[src/rtl/alu_pkg.sv]
// Shared constants and types for the ALU issue stage: RV32I opcodes,
// ALU operation codes, the issue packet layout and the occupancy states.
package alu_pkg;

    localparam int DATA_W = 32;

    // RV32I major opcodes handled by the issue stage
    localparam logic [6:0] OPC_OP     = 7'b0110011;
    localparam logic [6:0] OPC_OP_IMM = 7'b0010011;
    localparam logic [6:0] OPC_LUI    = 7'b0110111;
    localparam logic [6:0] OPC_AUIPC  = 7'b0010111;

    // funct7 values that distinguish base, alternate (SUB/SRA) forms
    localparam logic [6:0] F7_BASE = 7'b0000000;
    localparam logic [6:0] F7_ALT  = 7'b0100000;

    // ALU operation codes
    localparam logic [4:0] ALU_ADD   = 5'd0;
    localparam logic [4:0] ALU_SUB   = 5'd1;
    localparam logic [4:0] ALU_OR    = 5'd2;
    localparam logic [4:0] ALU_XOR   = 5'd3;
    localparam logic [4:0] ALU_AND   = 5'd4;
    localparam logic [4:0] ALU_SLL   = 5'd5;
    localparam logic [4:0] ALU_SRL   = 5'd6;
    localparam logic [4:0] ALU_SRA   = 5'd7;
    localparam logic [4:0] ALU_PASSB = 5'd8;

    // One decoded instruction, ready for the ALU
    typedef struct packed {
        logic [DATA_W-1:0] inA;
        logic [DATA_W-1:0] inB;
        logic [4:0]        alu_op;
        logic [4:0]        rd;
        logic              we;
        logic              illegal;
    } issue_pkt_t;

    // Number of packets held by the stage
    typedef enum logic [1:0] {
        OCC_EMPTY = 2'd0,
        OCC_ONE   = 2'd1,
        OCC_TWO   = 2'd2
    } occ_state_t;

endpackage

[src/rtl/alu_issue_decode.sv]
// Combinational RV32I decoder for OP, OP-IMM, LUI and AUIPC. Produces the
// ALU operands, operation code and write-back control for one instruction.
module alu_issue_decode
    import alu_pkg::*;
(
    input  logic [31:0] instr_i,
    input  logic [31:0] pc_i,
    input  logic [31:0] rs1_data_i,
    input  logic [31:0] rs2_data_i,
    output issue_pkt_t  pkt_o
);

    logic [6:0]  opcode;
    logic [2:0]  funct3;
    logic [6:0]  funct7;
    logic [4:0]  rd;
    logic [31:0] imm_i;
    logic [31:0] imm_u;
    logic        legal;

    assign opcode = instr_i[6:0];
    assign funct3 = instr_i[14:12];
    assign funct7 = instr_i[31:25];
    assign rd     = instr_i[11:7];
    assign imm_i  = {{20{instr_i[31]}}, instr_i[31:20]};
    assign imm_u  = {instr_i[31:12], 12'b0};

    // Decode opcode/funct fields into operands and ALU operation
    always_comb begin
        // NOTE: every field gets a default before the case so no path leaves
        // a signal unassigned, which would otherwise infer a latch.
        pkt_o        = '0;
        pkt_o.rd     = rd;
        legal        = 1'b1;

        case (opcode)
            OPC_OP: begin
                pkt_o.inA = rs1_data_i;
                pkt_o.inB = rs2_data_i;
                case (funct3)
                    3'b000: begin
                        if (funct7 == F7_BASE)     pkt_o.alu_op = ALU_ADD;
                        else if (funct7 == F7_ALT) pkt_o.alu_op = ALU_SUB;
                        else                       legal = 1'b0;
                    end
                    3'b001: begin
                        pkt_o.alu_op = ALU_SLL;
                        pkt_o.inB    = {27'b0, rs2_data_i[4:0]};
                        legal        = (funct7 == F7_BASE);
                    end
                    3'b100: begin
                        pkt_o.alu_op = ALU_XOR;
                        legal        = (funct7 == F7_BASE);
                    end
                    3'b101: begin
                        pkt_o.inB = {27'b0, rs2_data_i[4:0]};
                        if (funct7 == F7_BASE)     pkt_o.alu_op = ALU_SRL;
                        else if (funct7 == F7_ALT) pkt_o.alu_op = ALU_SRA;
                        else                       legal = 1'b0;
                    end
                    3'b110: begin
                        pkt_o.alu_op = ALU_OR;
                        legal        = (funct7 == F7_BASE);
                    end
                    3'b111: begin
                        pkt_o.alu_op = ALU_AND;
                        legal        = (funct7 == F7_BASE);
                    end
                    default: legal = 1'b0;  // SLT, SLTU
                endcase
            end

            OPC_OP_IMM: begin
                pkt_o.inA = rs1_data_i;
                pkt_o.inB = imm_i;
                case (funct3)
                    3'b000: pkt_o.alu_op = ALU_ADD;
                    3'b100: pkt_o.alu_op = ALU_XOR;
                    3'b110: pkt_o.alu_op = ALU_OR;
                    3'b111: pkt_o.alu_op = ALU_AND;
                    3'b001: begin
                        pkt_o.alu_op = ALU_SLL;
                        pkt_o.inB    = {27'b0, instr_i[24:20]};
                        legal        = (funct7 == F7_BASE);
                    end
                    3'b101: begin
                        pkt_o.inB = {27'b0, instr_i[24:20]};
                        if (funct7 == F7_BASE)     pkt_o.alu_op = ALU_SRL;
                        else if (funct7 == F7_ALT) pkt_o.alu_op = ALU_SRA;
                        else                       legal = 1'b0;
                    end
                    default: legal = 1'b0;  // SLTI, SLTIU
                endcase
            end

            OPC_LUI: begin
                pkt_o.alu_op = ALU_PASSB;
                pkt_o.inB    = imm_u;
            end

            OPC_AUIPC: begin
                pkt_o.alu_op = ALU_ADD;
                pkt_o.inA    = pc_i;
                pkt_o.inB    = imm_u;
            end

            default: legal = 1'b0;
        endcase

        // Illegal instructions carry only rd and the illegal flag
        if (!legal) begin
            pkt_o         = '0;
            pkt_o.rd      = rd;
            pkt_o.illegal = 1'b1;
        end else begin
            pkt_o.we = (rd != 5'd0);
        end
    end

endmodule

[src/rtl/alu_issue_stage.sv]
// ALU issue stage: decodes one instruction per accepted input and holds up
// to two issue packets (output register plus skid entry) so that in_ready
// can come straight from a flop. Only XLEN = 32 is supported.
module alu_issue_stage
    import alu_pkg::*;
#(
    parameter int XLEN = 32
) (
    input  logic            clk,
    input  logic            rst_n,
    input  logic            in_valid,
    output logic            in_ready,
    input  logic [31:0]     in_instr,
    input  logic [XLEN-1:0] in_pc,
    input  logic [XLEN-1:0] in_rs1_data,
    input  logic [XLEN-1:0] in_rs2_data,
    input  logic            flush,
    output logic            out_valid,
    input  logic            out_ready,
    output logic [XLEN-1:0] out_inA,
    output logic [XLEN-1:0] out_inB,
    output logic [4:0]      out_alu_op,
    output logic [4:0]      out_rd,
    output logic            out_we,
    output logic            out_illegal
);

    occ_state_t state_q, state_d;
    issue_pkt_t head_q, head_d;
    issue_pkt_t skid_q, skid_d;
    logic       in_ready_q, in_ready_d;
    issue_pkt_t dec_pkt;
    logic       accept;
    logic       drain;

    alu_issue_decode u_decode (
        .instr_i    (in_instr),
        .pc_i       (in_pc),
        .rs1_data_i (in_rs1_data),
        .rs2_data_i (in_rs2_data),
        .pkt_o      (dec_pkt)
    );

    assign out_valid = (state_q != OCC_EMPTY);
    assign accept    = in_valid && in_ready_q;
    assign drain     = out_valid && out_ready;

    // Occupancy next-state and packet movement between skid and head
    always_comb begin
        state_d = state_q;
        head_d  = head_q;
        skid_d  = skid_q;

        if (flush) begin
            state_d = OCC_EMPTY;
        end else begin
            case (state_q)
                OCC_EMPTY: begin
                    if (accept) begin
                        head_d  = dec_pkt;
                        state_d = OCC_ONE;
                    end
                end
                OCC_ONE: begin
                    if (accept && drain) begin
                        head_d = dec_pkt;
                    end else if (accept) begin
                        skid_d  = dec_pkt;
                        state_d = OCC_TWO;
                    end else if (drain) begin
                        state_d = OCC_EMPTY;
                    end
                end
                OCC_TWO: begin
                    if (drain) begin
                        head_d  = skid_q;
                        state_d = OCC_ONE;
                    end
                end
                default: state_d = OCC_EMPTY;
            endcase
        end

        in_ready_d = (state_d != OCC_TWO);
    end

    // State, ready and packet registers with synchronous reset
    always_ff @(posedge clk) begin
        // NOTE: both packet registers are reset as well, because the data
        // outputs are required to read zero after reset, not just be ignored.
        if (!rst_n) begin
            state_q    <= OCC_EMPTY;
            in_ready_q <= 1'b1;
            head_q     <= '0;
            skid_q     <= '0;
        end else begin
            // NOTE: non-blocking assignments so every flop samples the
            // pre-edge values, independent of statement order.
            state_q    <= state_d;
            in_ready_q <= in_ready_d;
            head_q     <= head_d;
            skid_q     <= skid_d;
        end
    end

    assign in_ready    = in_ready_q;
    assign out_inA     = head_q.inA;
    assign out_inB     = head_q.inB;
    assign out_alu_op  = head_q.alu_op;
    assign out_rd      = head_q.rd;
    assign out_we      = head_q.we;
    assign out_illegal = head_q.illegal;

endmodule

[config.mk]
export PLATFORM = sky130hd
export DESIGN_NAME = alu_issue_stage
export DESIGN_NICKNAME = d
export VERILOG_FILES = /design/src/rtl/alu_pkg.sv /design/src/rtl/alu_issue_decode.sv /design/src/rtl/alu_issue_stage.sv
export SDC_FILE = /design/constraint.sdc
export NUM_CORES = 1
export LEC_CHECK = 0
export BUFFER_PORTS_ARGS = -buffer_cell sky130_fd_sc_hd__buf_4
export CAP_MARGIN = 15
export CORE_MARGIN = 5
export CORE_UTILIZATION = 41
export CTS_CLUSTER_SIZE = 10
export DETAILED_ROUTE_END_ITERATION = 16
export GPL_TIMING_DRIVEN = 0
export PLACE_DENSITY = 0.75
export SETUP_SLACK_MARGIN = 0.4
export SYNTH_ARGS = -nofsm -noshare
export SYNTH_HDL_FRONTEND = slang
export SYNTH_SLANG_ARGS = --single-unit
[constraint.sdc]
create_clock -name clk -period 2.01 [get_ports clk]
set_clock_uncertainty 0.05 [all_clocks]
set_input_delay 0.402 -clock clk [delete_from_list [all_inputs] [get_ports clk]]
set_output_delay 0.402 -clock clk [all_outputs]
set_load 0.1 [all_outputs]
Word level (Yosys, flattened, before mapping). Index checks and enable logic that the tools add are counted.

Word-level logic and storage cells: 78. Bits in writable memories: 0. Bits in latches: 0. Input port bits: 133. Output and inout bits: 78. Bits in read-only memories: 0. Bits in registers: 155. Memories: 0.

Magnitude comparators: 0. Multiplexer cells: 29. Equality and inequality tests: 16. Add/subtract/negate cells: 0. Bitwise logic cells: 2. Shift operators: 0. Reductions and logical operators: 17. Div/mod/pow operators: 0. $mul: 0.

Operators by type and width (count): $mux W76 (3); $pmux W76 S3 (1); $pmux W37 S4 (1); $mux W74 (1); $mux W32 (2); $pmux W32 S2 (1); $pmux W5 S6 (1); $pmux W5 S5 (1); $eq A7 B6 Y1 const B (3); $eq A7 B5 Y1 const B (2); $eq A3 B3 Y1 const B (4); $mux W2 (6); $mux W5 (2); $ne A2 B2 Y1 const B (4); $reduce_or A2 Y1 (4); $reduce_or A4 Y1 (2); $logic_not A7 Y1 (1); $pmux W1 S3 (2); $pmux W2 S3 (1); $mux W1 (5); $reduce_and A5 Y1 (1); $reduce_bool A5 Y1 (1); $reduce_and A4 Y1 (1); $eq A3 B1 Y1 const B (1); other kinds (10) (13).

Depth between registers and ports, before layout.
Depth after elaboration: 8. Mapped depth: 8.

Modules after synthesis. A second synthesis with hierarchy kept.

Cell total of the unflattened synthesis: 888. Area total of the unflattened synthesis: 7741.2 µm².

By module, submodules not included: alu_issue_stage (area an instance 6461.2 µm², instances 1, cells an instance 689); alu_issue_decode (area an instance 1280.0 µm², instances 1, cells an instance 199).

Worst setup path before layout. OpenSTA, ideal clock, no wires.

Path kind: reg2reg. Start point: register in_ready_q (netlist: in_ready). End point: register head_q (netlist bit out_rd[0]). Setup time: 0.117 ns. Slack: -0.454 ns. Data required time: 1.843 ns. Cell stages (with the launch flop): 7. Buffers on the path: 2. Arrival: 2.297 ns. Cells stage by stage: dfxtp_1 -> and4bb_1 -> o2bb2ai_1 -> clkbuf_1 -> clkbuf_1 -> nand3_1 -> o211a_1.

Word-level cells in the longest chain between the ends: 4. Elaborated cells on any way between the ends: 5. Those cells by class: 2 x eq/ne; 3 x reduce/logical.

RTL lines: start, declared (line alu_issue_stage.sv:31) `logic in_ready_q, in_ready_d;`; start signal, assigned (line alu_issue_stage.sv:100) `in_ready_q <= in_ready_d;`; $logic_and A1 B1 Y1 * (line alu_issue_stage.sv:45) `assign accept = in_valid && in_ready_q;`; $logic_and A1 B1 Y1 (line alu_issue_stage.sv:65) `if (accept && drain) begin`; $ne A2 B2 Y1 (no line); $reduce_and A5 Y1 (no line) *; end signal, assigned (line alu_issue_stage.sv:94) `head_q <= '0;`; end signal, assigned (line alu_issue_stage.sv:101) `head_q <= head_d;`; end, declared (line alu_issue_stage.sv:29) `issue_pkt_t head_q, head_d;`.

Mark *: on every way between the ends. The rest lies on a longest branch, timed or not. A chain may end at the register's enable or synchronous reset.

Final worst setup path.
Start point: register state_q[1]. End point: register head_q (netlist bit out_alu_op[2]).

Word-level cells in the longest chain between the ends: 5. Elaborated cells on any way between the ends: 12. Those cells by class: 5 x eq/ne; 1 x mux; 6 x reduce/logical.

RTL lines: start, declared (line alu_issue_stage.sv:28) `occ_state_t state_q, state_d;`; start signal, assigned (line alu_issue_stage.sv:99) `state_q <= state_d;`; $reduce_bool A2 Y1 (line alu_issue_stage.sv:44) `assign out_valid = (state_q != OCC_EMPTY);`; $logic_and A1 B1 Y1 (line alu_issue_stage.sv:46) `assign drain = out_valid && out_ready;`; $logic_and A1 B1 Y1 (line alu_issue_stage.sv:65); $ne A2 B2 Y1 (no line); $reduce_and A5 Y1 (no line).

Several ways; a longest one is shown, not always the timed one.

==> results.json <==
{
  "status": "complete, no violations",
  "avgViaCountPerCell": 5.76,
  "synth.distinct_cells": 54,
  "p_clk_share_pct": 37.6,
  "ios": 211,
  "synth_cells": 928,
  "holdPathEnd": "skid_q[2]$_SDFFE_PN0P_",
  "insertion_delay_ns": 0.43,
  "synth_top_area_share_pct": 41.9,
  "intPower_mw": 5.67,
  "areaGrowthSynthToFinish_pct": 55.1,
  "synth-main-ff-cell": "dfxtp_1",
  "antenna_found_initial": 0,
  "nNetsFinal": 1338,
  "synth-edff-count": 0,
  "fin_crit_ns": 1.82,
  "leakagePower_nw": 4.61,
  "rows": 48,
  "die_y_um": 144,
  "fp.dieW_um": 144,
  "synthTopCellsByCount": "a21oi_1, dfxtp_1, nand2_1",
  "cap_violations": 0,
  "seq_power_share_pct": 38.7,
  "ant_nets": 0,
  "hold_depth": 3,
  "r2r_slack_ns": 0.19,
  "start_util_pct": 42.0,
  "dp_hpwl_mm": 18.8,
  "cp_max_fo": 5,
  "vdd_drop_max_uv": 634,
  "setup_viol": 0,
  "io_buffers": 206,
  "cts_made_buffers": 17,
  "antenna-diode-count": 0,
  "critPathBufInv": 4,
  "startpoint_type": "flip-flop",
  "cp_common_cell": "clkbuf_16",
  "finalSetupTns_ns": 0,
  "h-tree-depth": 4,
  "hold_class": "in2reg",
  "path_clk_slew_ns": 0.06,
  "gr-total-overflow": 0,
  "p_comb_share_pct": 23.7,
  "max_freq_mhz": 550,
  "synthTopCellsByArea": "dfxtp_1, a21oi_1, o21ai_0, nand2_1, or3_1",
  "worstReg2RegStart": "state_q[1]$_SDFF_PN0_",
  "slowest_stage": "dfxtp_4",
  "seq_area_frac_synth_pct": 41.9,
  "grt_max_degree": 17,
  "syn-num-nets": 1061,
  "grt_usage_pct": 25.9,
  "synth-seq-cells": 153,
  "core_area_sq_mm": 0.0174,
  "worstSetupPathType": "reg2reg",
  "crit_family": "buffers and inverters",
  "drc": 0,
  "dieArea_sq_mm": 0.0206,
  "syn_area_per_cell_sq_um": 7.88,
  "p_sw_share_pct": 31.2,
  "grt_pass1_wl_mm": 41.8,
  "cts_hold_buf": 0,
  "report.final.slew_viol_count": 0,
  "drt_iter0_drc": 716,
  "syn_area_sq_mm": 0.00732,
  "ys_warn_count": 0,
  "crit_arrival_ns": 2.11,
  "clock-sinks": 153,
  "wirelength_mm": 28.7,
  "cp.required_ns": 2.30,
  "reg2reg_to": "out_alu_op[2]$_SDFFE_PN0P_",
  "powerDensity_mw_per_mm2": 727,
  "power_mw": 8.25,
  "clock_tree.buffer_depth": 2,
  "period_share_pct": 90.4,
  "async_flop_share_pct": 0,
  "drive_gt1_share_pct": 40.0,
  "rr_worst_depth": 8,
  "startpoint": "state_q[1]$_SDFF_PN0_",
  "hold_path_startpoint": "in_instr[7]",
  "clock-root-buffer": "clkbuf_16",
  "crit_chain": "and4bb_4 -> buf_4 -> o2bb2ai_4 -> buf_6 -> clkbuf_16 -> clkbuf_16 -> o211ai_1 -> a21oi_1",
  "cp-end-kind": "flip-flop",
  "wl_per_cell_um": 19.9,
  "switchingPower_mw": 2.57,
  "drtPass1Iterations": 5,
  "synth_top_area_cell": "dfxtp_1",
  "gp_congestion": 0.924,
  "cts_tree": "built",
  "vias": 8295,
  "hold_viol_final": 0,
  "grt_pass1_vias": 7855,
  "fillCellCount": 1424,
  "grt_setup_unrepaired": "true",
  "max_stage_delay_ns": 0.36
}
power by group through the flow:
stage	Combinational [mW]	Sequential, mW	Clock [mW]
after detailed placement	1.72	3.25	0
after floorplan	0.486	3.92	0
final	1.96	3.19	3.10
after global routing	2.04	3.20	3.26
after CTS	1.87	3.19	3.11
after global placement	1.71	3.25	0
through the flow:
stage	utilization (%)	cells	instance area (sq um)	hold WS (ns)	worst slack [ns]
final	65.2	1439	11300	0.194	0.193
after global routing	65.2	1439	11300	0.194	0.176
after CTS	61.7	1422	10800	0.187	0.279
after detailed placement	53.9	1359	9380	0.389	-0.571
after global placement	53.9	1359	9380	0.383	-0.520
after floorplan	-	928	7550	0.375	0.0917
routing by layer:
metal / vias to the layer above / track usage, % / routed length (um)
met5: - / 0 / 0
met4: 0 / 11.2 / 1000
met3: 90 / 6.32 / 2180
met2: 396 / 41.0 / 13700
met1: 3944 / 33.8 / 11800
li1: 3865 / - / -
repair_timing:
action                     4_1_cts  5_1_grt
setup endpoints to repair      146      147
gates resized for setup        142      123
pin swaps                       52       46
gates cloned                    11        5
hold endpoints to repair         0        0
buffers inserted                24       12
cell type report:
cell class	instances	area, sq um	share of cell area (%)
plain buffers	87	817	7.20
inverters	21	78.8	0.695
clock inverters	4	70.1	0.617
well taps	225	282	2.48
multi-input cells	668	4390	38.7
repair buffers	257	2150	19.0
clock buffers	24	482	4.25
flip-flops and latches	153	3070	27.1
worst register-to-register path, delay by kind of cell, from the launching register on:
kind	cells	cell delay [ns]
simple gates	1	0.33
flops	1	0.36
compound gates	3	0.44
buf+inv	4	0.57
cells by family after synthesis:
family | share of synthesized area (%)
buffers and inverters | 6.67
other | 0.0513
AO/OA/AOI/OAI | 27.2
XOR/XNOR | 0.239
AND/OR/NAND/NOR | 23.2
flip-flops | 41.9
multiplexers | 0.821
placed cells by master (no fill, tap or decap), types with 19 or more instances in the layout:
master / instances
a21oi_1: 125
a21oi_2: 28
a221o_1: 19
buf_4: 235
buf_6: 28
clkbuf_16: 25
dfxtp_1: 150
inv_1: 20
nand2_1: 104
nand2b_1: 29
nand3_1: 23
nor2b_1: 32
o21ai_0: 74
o21ai_1: 27
o21ai_2: 38
or3_1: 43
flip-flops by register name (all words and copies together) (netlist names):
name,cells
skid_q,75
out_inA,32
out_inB,32
out_rd,5
out_alu_op,4
state_q,2
in_ready,1
out_illegal,1
out_we,1
worst max-delay path by stage:
stage	end	slack [ns]	cells after the start
global placement	out_inA[5]$_SDFFE_PN0P_	-0.52	8
floorplan	out_inA[0]$_SDFFE_PN0P_	0.09	6
CTS	skid_q[52]$_SDFFE_PN0P_	0.28	7
global route	out_alu_op[2]$_SDFFE_PN0P_	0.18	8
detailed placement	out_inB[28]$_SDFFE_PN0P_	-0.57	8
finish	out_alu_op[2]$_SDFFE_PN0P_	0.19	8
No activity file was read; power rests on OpenSTA's default activity.
